--- src/rtl/vedic_product_accumulator.sv ---
// rtl/vedic_product_accumulator.sv - sums a stream of 16-bit Vedic multiplier products
// The IDLE, ACCUM and HOLD states build one sum per in_last-terminated burst and hold it until it is consumed.
module vedic_product_accumulator #(
  parameter int ACC_W = 24
) (
  input  logic             clk,
  input  logic             rst,
  input  logic [15:0]      prod_in,
  input  logic             in_valid,
  input  logic             in_last,
  output logic             in_ready,
  output logic [ACC_W-1:0] acc_out,
  output logic [7:0]       term_cnt,
  output logic             ovf,
  output logic             out_valid,
  input  logic             out_ready
);

  typedef enum logic [1:0] {
    IDLE  = 2'd0,
    ACCUM = 2'd1,
    HOLD  = 2'd2
  } state_t;

  state_t           state_q;
  logic [ACC_W-1:0] acc_q;
  logic [7:0]       cnt_q;
  logic             ovf_q;
  logic             out_valid_q;

  logic             accept;
  logic [ACC_W:0]   sum_d;
  logic [7:0]       cnt_d;
  logic [ACC_W-1:0] first_d;

  // in_ready depends on state alone, so HOLD can never take a beat.
  assign in_ready = (state_q != HOLD);
  assign accept   = in_valid & in_ready;

  // Carry out of the top bit of sum_d is the overflow indication.
  assign sum_d   = {1'b0, acc_q} + {{(ACC_W + 1 - 16){1'b0}}, prod_in};
  assign cnt_d   = (cnt_q == 8'hFF) ? cnt_q : cnt_q + 8'd1;
  assign first_d = {{(ACC_W - 16){1'b0}}, prod_in};

  always_ff @(posedge clk or posedge rst) begin
    if (rst) begin
      state_q     <= IDLE;
      acc_q       <= '0;
      cnt_q       <= '0;
      ovf_q       <= 1'b0;
      out_valid_q <= 1'b0;
    end else begin
      case (state_q)
        IDLE: begin
          if (accept) begin
            acc_q <= first_d;
            cnt_q <= 8'd1;
            ovf_q <= 1'b0;
            if (in_last) begin
              state_q     <= HOLD;
              out_valid_q <= 1'b1;
            end else begin
              state_q <= ACCUM;
            end
          end
        end
        ACCUM: begin
          if (accept) begin
            acc_q <= sum_d[ACC_W-1:0];
            cnt_q <= cnt_d;
            if (sum_d[ACC_W]) begin
              ovf_q <= 1'b1;
            end
            if (in_last) begin
              state_q     <= HOLD;
              out_valid_q <= 1'b1;
            end
          end
        end
        HOLD: begin
          if (out_ready) begin
            state_q     <= IDLE;
            acc_q       <= '0;
            cnt_q       <= '0;
            ovf_q       <= 1'b0;
            out_valid_q <= 1'b0;
          end
        end
        default: begin
          state_q     <= IDLE;
          acc_q       <= '0;
          cnt_q       <= '0;
          ovf_q       <= 1'b0;
          out_valid_q <= 1'b0;
        end
      endcase
    end
  end

  assign acc_out   = acc_q;
  assign term_cnt  = cnt_q;
  assign ovf       = ovf_q;
  assign out_valid = out_valid_q;

endmodule

--- config.mk ---
export PLATFORM = sky130hd
export DESIGN_NAME = vedic_product_accumulator
export DESIGN_NICKNAME = d
export VERILOG_FILES = /design/src/rtl/vedic_product_accumulator.sv
export SDC_FILE = /design/constraint.sdc
export NUM_CORES = 1
export LEC_CHECK = 0
export CAP_MARGIN = 20
export CORE_ASPECT_RATIO = 0.5
export CORE_MARGIN = 2
export CORE_UTILIZATION = 32
export CTS_BUF_LIST = sky130_fd_sc_hd__clkbuf_4 sky130_fd_sc_hd__clkbuf_8 sky130_fd_sc_hd__clkbuf_16
export CTS_CLUSTER_DIAMETER = 30
export CTS_CLUSTER_SIZE = 40
export DETAILED_ROUTE_END_ITERATION = 8
export SETUP_SLACK_MARGIN = 0.5
export SLEW_MARGIN = 20
export SYNTH_ARGS = -nofsm -noshare
export SYNTH_HDL_FRONTEND = slang
export SYNTH_SLANG_ARGS = --single-unit
--- constraint.sdc ---
create_clock -name clk -period 3 [get_ports clk]
set_clock_uncertainty 0.15 [all_clocks]
set_input_delay 0.45 -clock clk [delete_from_list [all_inputs] [get_ports clk]]
set_output_delay 0.45 -clock clk [all_outputs]
set_load 0.005 [all_outputs]
### Yosys cells after proc, flatten, opt, wreduce, memory -nomap -nowiden

Cells that the tools add are included.

* flip-flop bits (word level): 36
* output and inout port bits: 35

* mux-type cells: 23
* equal/unequal tests: 12
* add/sub/neg operators: 2
* bitwise operators: 1
* reductions and logical operators: 7

Operators by type and width (count)
* 24-bit two-way mux: 3
* 24-bit one-hot mux with 3 select lines: 1
* 8-bit two-way mux: 4
* 24-bit by 16-bit adder with 25-bit output: 1
* 8-bit one-hot mux with 3 select lines: 1
* 2-bit inequality test (second input constant): 7
* 4-bit AND reduction: 3
* 2-bit two-way mux: 5
* 8-bit by 1-bit adder with 8-bit output (second input constant): 1
* 8-bit == test (second input constant): 1
* 1-bit two-way mux: 6
* 2-bit one-hot mux with 3 select lines: 1
* 3-bit AND reduction: 2
* 2-bit by 1-bit inequality test with 1-bit output (second input constant): 2
* 1-bit one-hot mux with 3 select lines: 1
* 2-bit by 1-bit == test with 1-bit output (second input constant): 1
* 2-bit == test (second input constant): 1
* 2-bit logical NOT: 1
* 1-bit one-hot mux with 2 select lines: 1
* 2-bit OR reduction: 1
* 1-bit AND: 1

### Depth between registers and ports, before layout

Gate-level depths: netlist of the first run.

* word-level depth: 4
* mapped depth: 9
* depth with buffers taken out: 9

### Worst setup path after synthesis of the first run

OpenSTA, ideal clock, no wires.

* path kind: input-to-reg
* from: input port prod_in[0]
* to: register acc_q[20] (netlist: acc_out[20])
* buffers on the path: 0
* required time: 2.726 ns
* stages on the path: 9
* data arrival time: 2.385 ns
* slack: 0.341 ns
* cells stage by stage: ha_1 > fa_1 > a21oi_1 > o21ai_0 > a2111oi_2 > o22ai_2 > nand3_1 > mux2i_1 > o21ai_1

* word-level cells in the longest chain between the ends: 3

Ends and longest elaborated chain
* start, declared: RTL line 8 `input logic [15:0] prod_in,`
* 24-bit by 16-bit adder with 25-bit output: RTL line 41 `assign sum_d = {1'b0, acc_q} + {{(ACC_W + 1 - 16){1'b0}}, prod_in};`
* 24-bit two-way mux: RTL line 68 `if (accept) begin`
* 24-bit one-hot mux with 3 select lines: RTL line 53 `case (state_q)`
* end signal, assigned: RTL line 56 `acc_q <= first_d;`
* end signal, assigned: RTL line 69 `acc_q <= sum_d[ACC_W-1:0];`
* end, declared: RTL line 26 `logic [ACC_W-1:0] acc_q;`

No other way between the ends. The select of a mux whose other input is x is not followed.
A chain may end at the register's enable or synchronous reset.

### Worst setup path in the final report of the first run

* from: input port prod_in[5]
* to: register acc_q[20] (netlist: acc_out[20])

Same word-level chain as after synthesis.

==> qor.txt, run 1 <==
Max transition margin = 67.3%
RSZ-0062 raised after global routing = true
CTS tree = done
Largest stage delay, worst path = 540 ps
Slew Limit Fails = 0
Fin. Hold Viols = 0
Vias in the first global route = 2433
Total track usage = 16.3%
Synthesized area = 2610 sq um
Fmax achieved = 395 MHz
Fillers = 760
Setup crit end kind = register
Register area = 901 sq um
Syn Nets = 333
CTS Buf Count = 5
Pin count of the biggest net entering global routing = 37
Peak VDD IR = 0.000298 V
Distinct cells, synth = 51
Source of the worst register-to-register timing path = acc_out[0]
Placed Area = 3430 sq um
HPWL Detailed = 5130 microns
Critical-path cell list = clkdlybuf4s50_1, ha_4, and3_2, a2111oi_4, o22ai_2, nand3_1, mux2i_1, o21ai_1
Multi-input logic area = 1850 sq um
Most common cell after layout, fill and taps aside = clkdlybuf4s50_1
Post-Route WL = 6980 microns
HP Class = register to register
Commonest cells after routing, fill and taps aside = clkdlybuf4s50_1, dfrtp_1, buf_4, nand2_1, nor2_1
TNS Setup = 0 ps
Placeable Area = 7940 sq um
Top cell type's share of synthesized area = 34.5%
Post-Synthesis Cells = 294
Site Rows = 23
CTS max path bufs = 2
Post-route DRC violation count = 0
Power Density = 744 nW/um^2
Setup CP Type = input port to register
First-pass GRT wire length = 11800 microns
Nets = 415
Die height = 67.8 microns
Slowest CP cell = clkdlybuf4s50_1
Fin crit share = 84.3%
Static leakage = 0.00164 uW
Initial antenna violation count = 0
Reg2reg path depth = 9
Worst-path maximum fanout = 5
Post-DR vias/cell = 5.05
Mean Syn Cell Area = 8.87 sq um
Reg-to-reg slack, setup = 500 ps
Max cap viols = 0
Aggregate global routing overflow = 0
CTS Hold Buffers Added = 0
Synth-to-Final Area Change = 48.3%
Number of clock sinks = 36
H-Tree Depth = 2
Ant. Diodes = 0
CP arrival = 2540 ps
Worst Setup Start Kind = input port
Clock root buffer = clkbuf_16
Family with the most delay on the worst path = compound AO/OA/AOI/OAI gates
Layout cells sized above 1 = 21.8%
Antenna Nets Post-Route = 0
Tmin final = 2530 ps
Final setup vio count = 0
Hold endpoint = out_valid
Synthesis-stage register bit count = 36
Top cell type by total area after synthesis = dfrtp_1
DIE AREA = 8930 sq um
Buf/Inv on CP = 1
Yosys warns = 0
Worst hold slack = 341 ps
Die Span X = 132 microns
Reg-to-reg endpoint = acc_out[20]
DRT Pass-1 Iters = 4
Slew @ Worst Pin = 491 ps
Initial DRC Count = 142
Via Count = 2468
Io pins = 56
Port Buffer Count = 55
Area contributors post-synth = dfrtp_1, ha_1, o21ai_0, a21oi_1, nand2_1
GP Congestion = 0.900
Avg WL per Cell = 14.3 microns
HP Start = out_valid
Status = finished clean
Hold Path Depth = 1
Initial Util = 32.8%
Seq/Total Area, Yosys = 34.5%
Clock-pin slew on the worst setup and hold paths = 60 ps
Clk Latency, worst-skew pair = 280 ps
Final instance area = 3870 sq um
CP Data Required Time = 3010 ps
cell type report:
| type | instances | share of cell area [%] |
|---|---|---|
| Sequential cell | 36 | 23.3 |
| Multi-Input combinational cell | 237 | 47.7 |
| Timing Repair Buffer | 89 | 20.9 |
| Clock buffer | 5 | 3.23 |
| Clock inverter | 3 | 0.614 |
| Inverter | 7 | 0.679 |
| Tap cell | 112 | 3.62 |
where the power goes:
| part | switching [uW] | internal, uW |
|---|---|---|
| Combinational | 754 | 878 |
| Sequential | 127 | 592 |
| Clock | 216 | 309 |
| Total | 1100 | 1780 |
logic make-up after synthesis:
logic type | after synthesis | synth area share (%)
AND/OR/NAND/NOR | 101 | 18.6
AO/OA/AOI/OAI | 87 | 23.4
flip-flops | 36 | 34.5
buffers and inverters | 21 | 3.50
XOR/XNOR | 20 | 6.71
adder cells (fa/ha/maj) | 18 | 8.92
multiplexers | 11 | 4.32
per-stage QoR:
step	power (uW)	worst slack, ps	util, %	std cells
finish	2880	471	48.7	489
global route	3110	402	48.7	489
CTS	2830	443	47.9	488
detailed placement	2090	-171	43.2	471
global placement	2070	-93.5	43.2	471
floorplan	1530	501	-	294
state kept, by name (all words and copies together), names as in the netlist:
register / cells
term_cnt: 8
out_valid: 1
ovf: 1
acc_out: 24
state_q: 2
cells in the mapped netlist, drive strengths merged:
master / number
a2111o: 2
a2111oi: 2
a211o: 1
a211oi: 4
a21o: 3
a21oi: 24
a22o: 1
a311o: 1
a311oi: 1
a31oi: 2
a41oi: 1
and2: 3
and3: 9
and4: 1
buf: 12
clkbuf: 2
dfrtp: 36
fa: 1
ha: 17
inv: 7
mux2: 2
mux2i: 9
nand2: 30
nand2b: 6
nand3: 11
nand3b: 1
nand4: 8
nor2: 26
nor2b: 4
nor3b: 1
o2111ai: 1
o211ai: 2
o21a: 2
o21ai: 28
o21bai: 2
o22a: 1
o22ai: 3
o31ai: 4
o41ai: 2
or2: 1
xnor2: 8
xor2: 12
worst max-delay path by stage:
stage          depth (start not counted)          end        from
2_1_floorplan                          9  acc_out[20]  prod_in[0]
3_3_place_gp                          10  acc_out[20]  prod_in[0]
3_5_place_dp                          10  acc_out[20]  prod_in[0]
4_1_cts                                9  acc_out[20]  acc_out[0]
5_1_grt                                9  acc_out[20]  acc_out[0]
6_report                               8  acc_out[20]  prod_in[5]
metal layers:
metal	share of wire, %	wire length [microns]	track usage [%]	up-vias
met2	47	3300	29.7	39
met4	0.69	48	3.40	0
met5	0	0	0	-
met3	3.5	244	2.96	5
met1	49	3390	20.9	1193
li1	-	-	-	1231
repair_timing:
action | 4_1_cts | 5_1_grt
setup endpoints to repair | 16 | 13
resized for setup | 35 | 12
buffers inserted | 9 | 1
cloned | 0 | 0
pin swaps | 26 | 19
worst register-to-register path: cells and delay by family (launching register included):
family          cells  cell delay (ps)
flops               1              390
fa+ha+maj           2              550
simple gates        1              140
compound gates      5              960
mux                 1              190
No activity file was read; power rests on OpenSTA's default activity.
==> inputs of run 2 (changes only) <==
Clock period 3 ns to 2.1 ns, I/O delays scaled along.
==> qor.txt, run 2 (synthesized netlist as in run 1, its figures left out) <==
Post-Place Worst Slack = -810 ps (-639 ps)
Vias in the first global route = 2842 (+17%)
Setup CP Type = register to register
Worst setup margin = -455 ps (-926 ps)
Ant. Diodes = 0 (unchanged)
Post-Route WL = 8530 microns (+22%)
Clock-pin slew on the worst setup and hold paths = 60 ps (about the same)
DRT Pass-1 Iters = 4 (unchanged)
Placeable Area = 7940 sq um (unchanged)
Initial DRC Count = 116 (-18%)
Antenna Nets Post-Route = 0 (unchanged)
CTS tree = done
First-pass GRT wire length = 13700 microns (+16%)
RSZ-0062 raised after global routing = true
Overall power = 4920 uW (+71%)
HP Class = input port to asynchronous set/reset pin
CP arrival = 2570 ps (+30 ps)
Most common cell after layout, fill and taps aside = buf_4
Site Rows = 23 (unchanged)
Status = finished, violations left
Static leakage = 0.00226 uW (+38%)
Via Count = 2870 (+16%)
Number of flip-flops in the largest register = 24 (unchanged)
Max transition margin = 63.8% (-3.4 points)
Final setup vio count = 16 (+16)
Critical path origin = acc_out[0]
Die height = 67.8 microns (unchanged)
Worst Setup Start Kind = register
Aggregate global routing overflow = 0 (unchanged)
Synth-to-Final Area Change = 78.6%
Slew @ Worst Pin = 540 ps (+49.2 ps)
Nets = 496 (+20%)
Initial Util = 32.8% (unchanged)
Pin count of the biggest net entering global routing = 37 (unchanged)
Io pins = 56 (unchanged)
Slew Limit Fails = 0 (unchanged)
Max cap viols = 0 (unchanged)
Initial antenna violation count = 0 (unchanged)
Avg WL per Cell = 15.0 microns (+4.9%)
CTS Buf Count = 5 (unchanged)
Peak VDD IR = 0.000446 V (+50%)
CTS Hold Buffers Added = 0 (unchanged)
Die Span X = 132 microns (unchanged)
Source of the worst register-to-register timing path = acc_out[0]
Setup crit end kind = register
Register area = 902 sq um (+0.14%)
Power Density = 1060 nW/um^2 (+42%)
Commonest cells after routing, fill and taps aside = buf_4, dlygate4sd2_1, dfrtp_1, nand2_1, nor2_1
CTS max path bufs = 2 (unchanged)
GP Congestion = 0.851 (-5.5%)
Multi-input logic area = 2000 sq um (+8.3%)
Failing checks = setup timing
Layout cells sized above 1 = 41.5% (+20 points)
Reg-to-reg slack, setup = -450 ps (-950 ps)
Post-route DRC violation count = 0 (unchanged)
Reg2reg path depth = 9 (unchanged)
Clk Latency, worst-skew pair = 280 ps (about the same)
Post-DR vias/cell = 5.04 (-0.24%)
Total track usage = 19.1% (+2.8 points)
DIE AREA = 8930 sq um (unchanged)
Clock root buffer = clkbuf_16
Fmax achieved = 391 MHz
Tmin final = 2550 ps
Worst-path maximum fanout = 5 (unchanged)
H-Tree Depth = 2 (unchanged)
Port Buffer Count = 55 (unchanged)
Fin. Hold Viols = 0 (unchanged)
Fillers = 703 (-7.5%)
CP Data Required Time = 2120 ps (-890 ps)
HPWL Detailed = 5850 microns (+14%)
Fin crit share = 122%
Number of clock sinks = 36 (unchanged)
-- run 2: worst paths after layout --
check / endpoint
min: acc_out[11]
min in group clk: out_valid
max: acc_out[20]
min reg2reg: out_valid
max reg2reg: acc_out[20]
max in group asynchronous: term_cnt[6]
-- run 2: critical path, cell delays in order, from the launching register on --
cell       delay (ps)
dfrtp_1           400
ha_2              210
fa_2              390
a21oi_4           180
o21ai_4            90
a2111oi_4         410
o22ai_2           220
nand3_1           130
mux2i_1           190
o21ai_1            70
-- run 2: cell type report --
class | instances | area share [%]
inverters | 7 | 0.564
multi-input cells | 237 | 42.9
repair buffers | 170 | 31.1
flip-flops and latches | 36 | 19.4
well taps | 112 | 3.01
clock inverters | 3 | 0.403
clock buffers | 5 | 2.69
-- run 2: per-layer routing --
metal / wire (microns) / global-route usage [%] / vias up
met5: 0 / 0 / -
li1: - / - / 1402
met2: 4300 / 35.4 / 64
met1: 3830 / 23.9 / 1395
met4: 77 / 4.08 / 0
met3: 327 / 3.56 / 9
-- run 2: stage by stage --
step / hold WS [ps] / TNS [ps] / instances / cell area, sq um / utilization, %
2_1_floorplan: 254 / -897 / 294 / 2770 / -
3_3_place_gp: 329 / -10600 / 517 / 3880 / 48.8
3_5_place_dp: 333 / -11810 / 517 / 3880 / 48.8
4_1_cts: 325 / -4420 / 560 / 4470 / 56.3
5_1_grt: 347 / -5900 / 570 / 4660 / 58.7
6_report: 308 / -4660 / 570 / 4660 / 58.7
-- run 2: timing repair --
action	4_1_cts	5_1_grt
setup buffers	35	10
gates resized for setup	102	37
setup endpoints to repair	65	41
pin swaps	31	29
-- run 2: report_power, final --
| group | internal, uW | leakage [uW] | switching [uW] |
|---|---|---|---|
| registers | 846 | 0.000468 | 138 |
| logic | 1770 | 0.00172 | 1410 |
| clock network | 438 | 0.0000736 | 317 |
| total | 3050 | 0.00226 | 1870 |
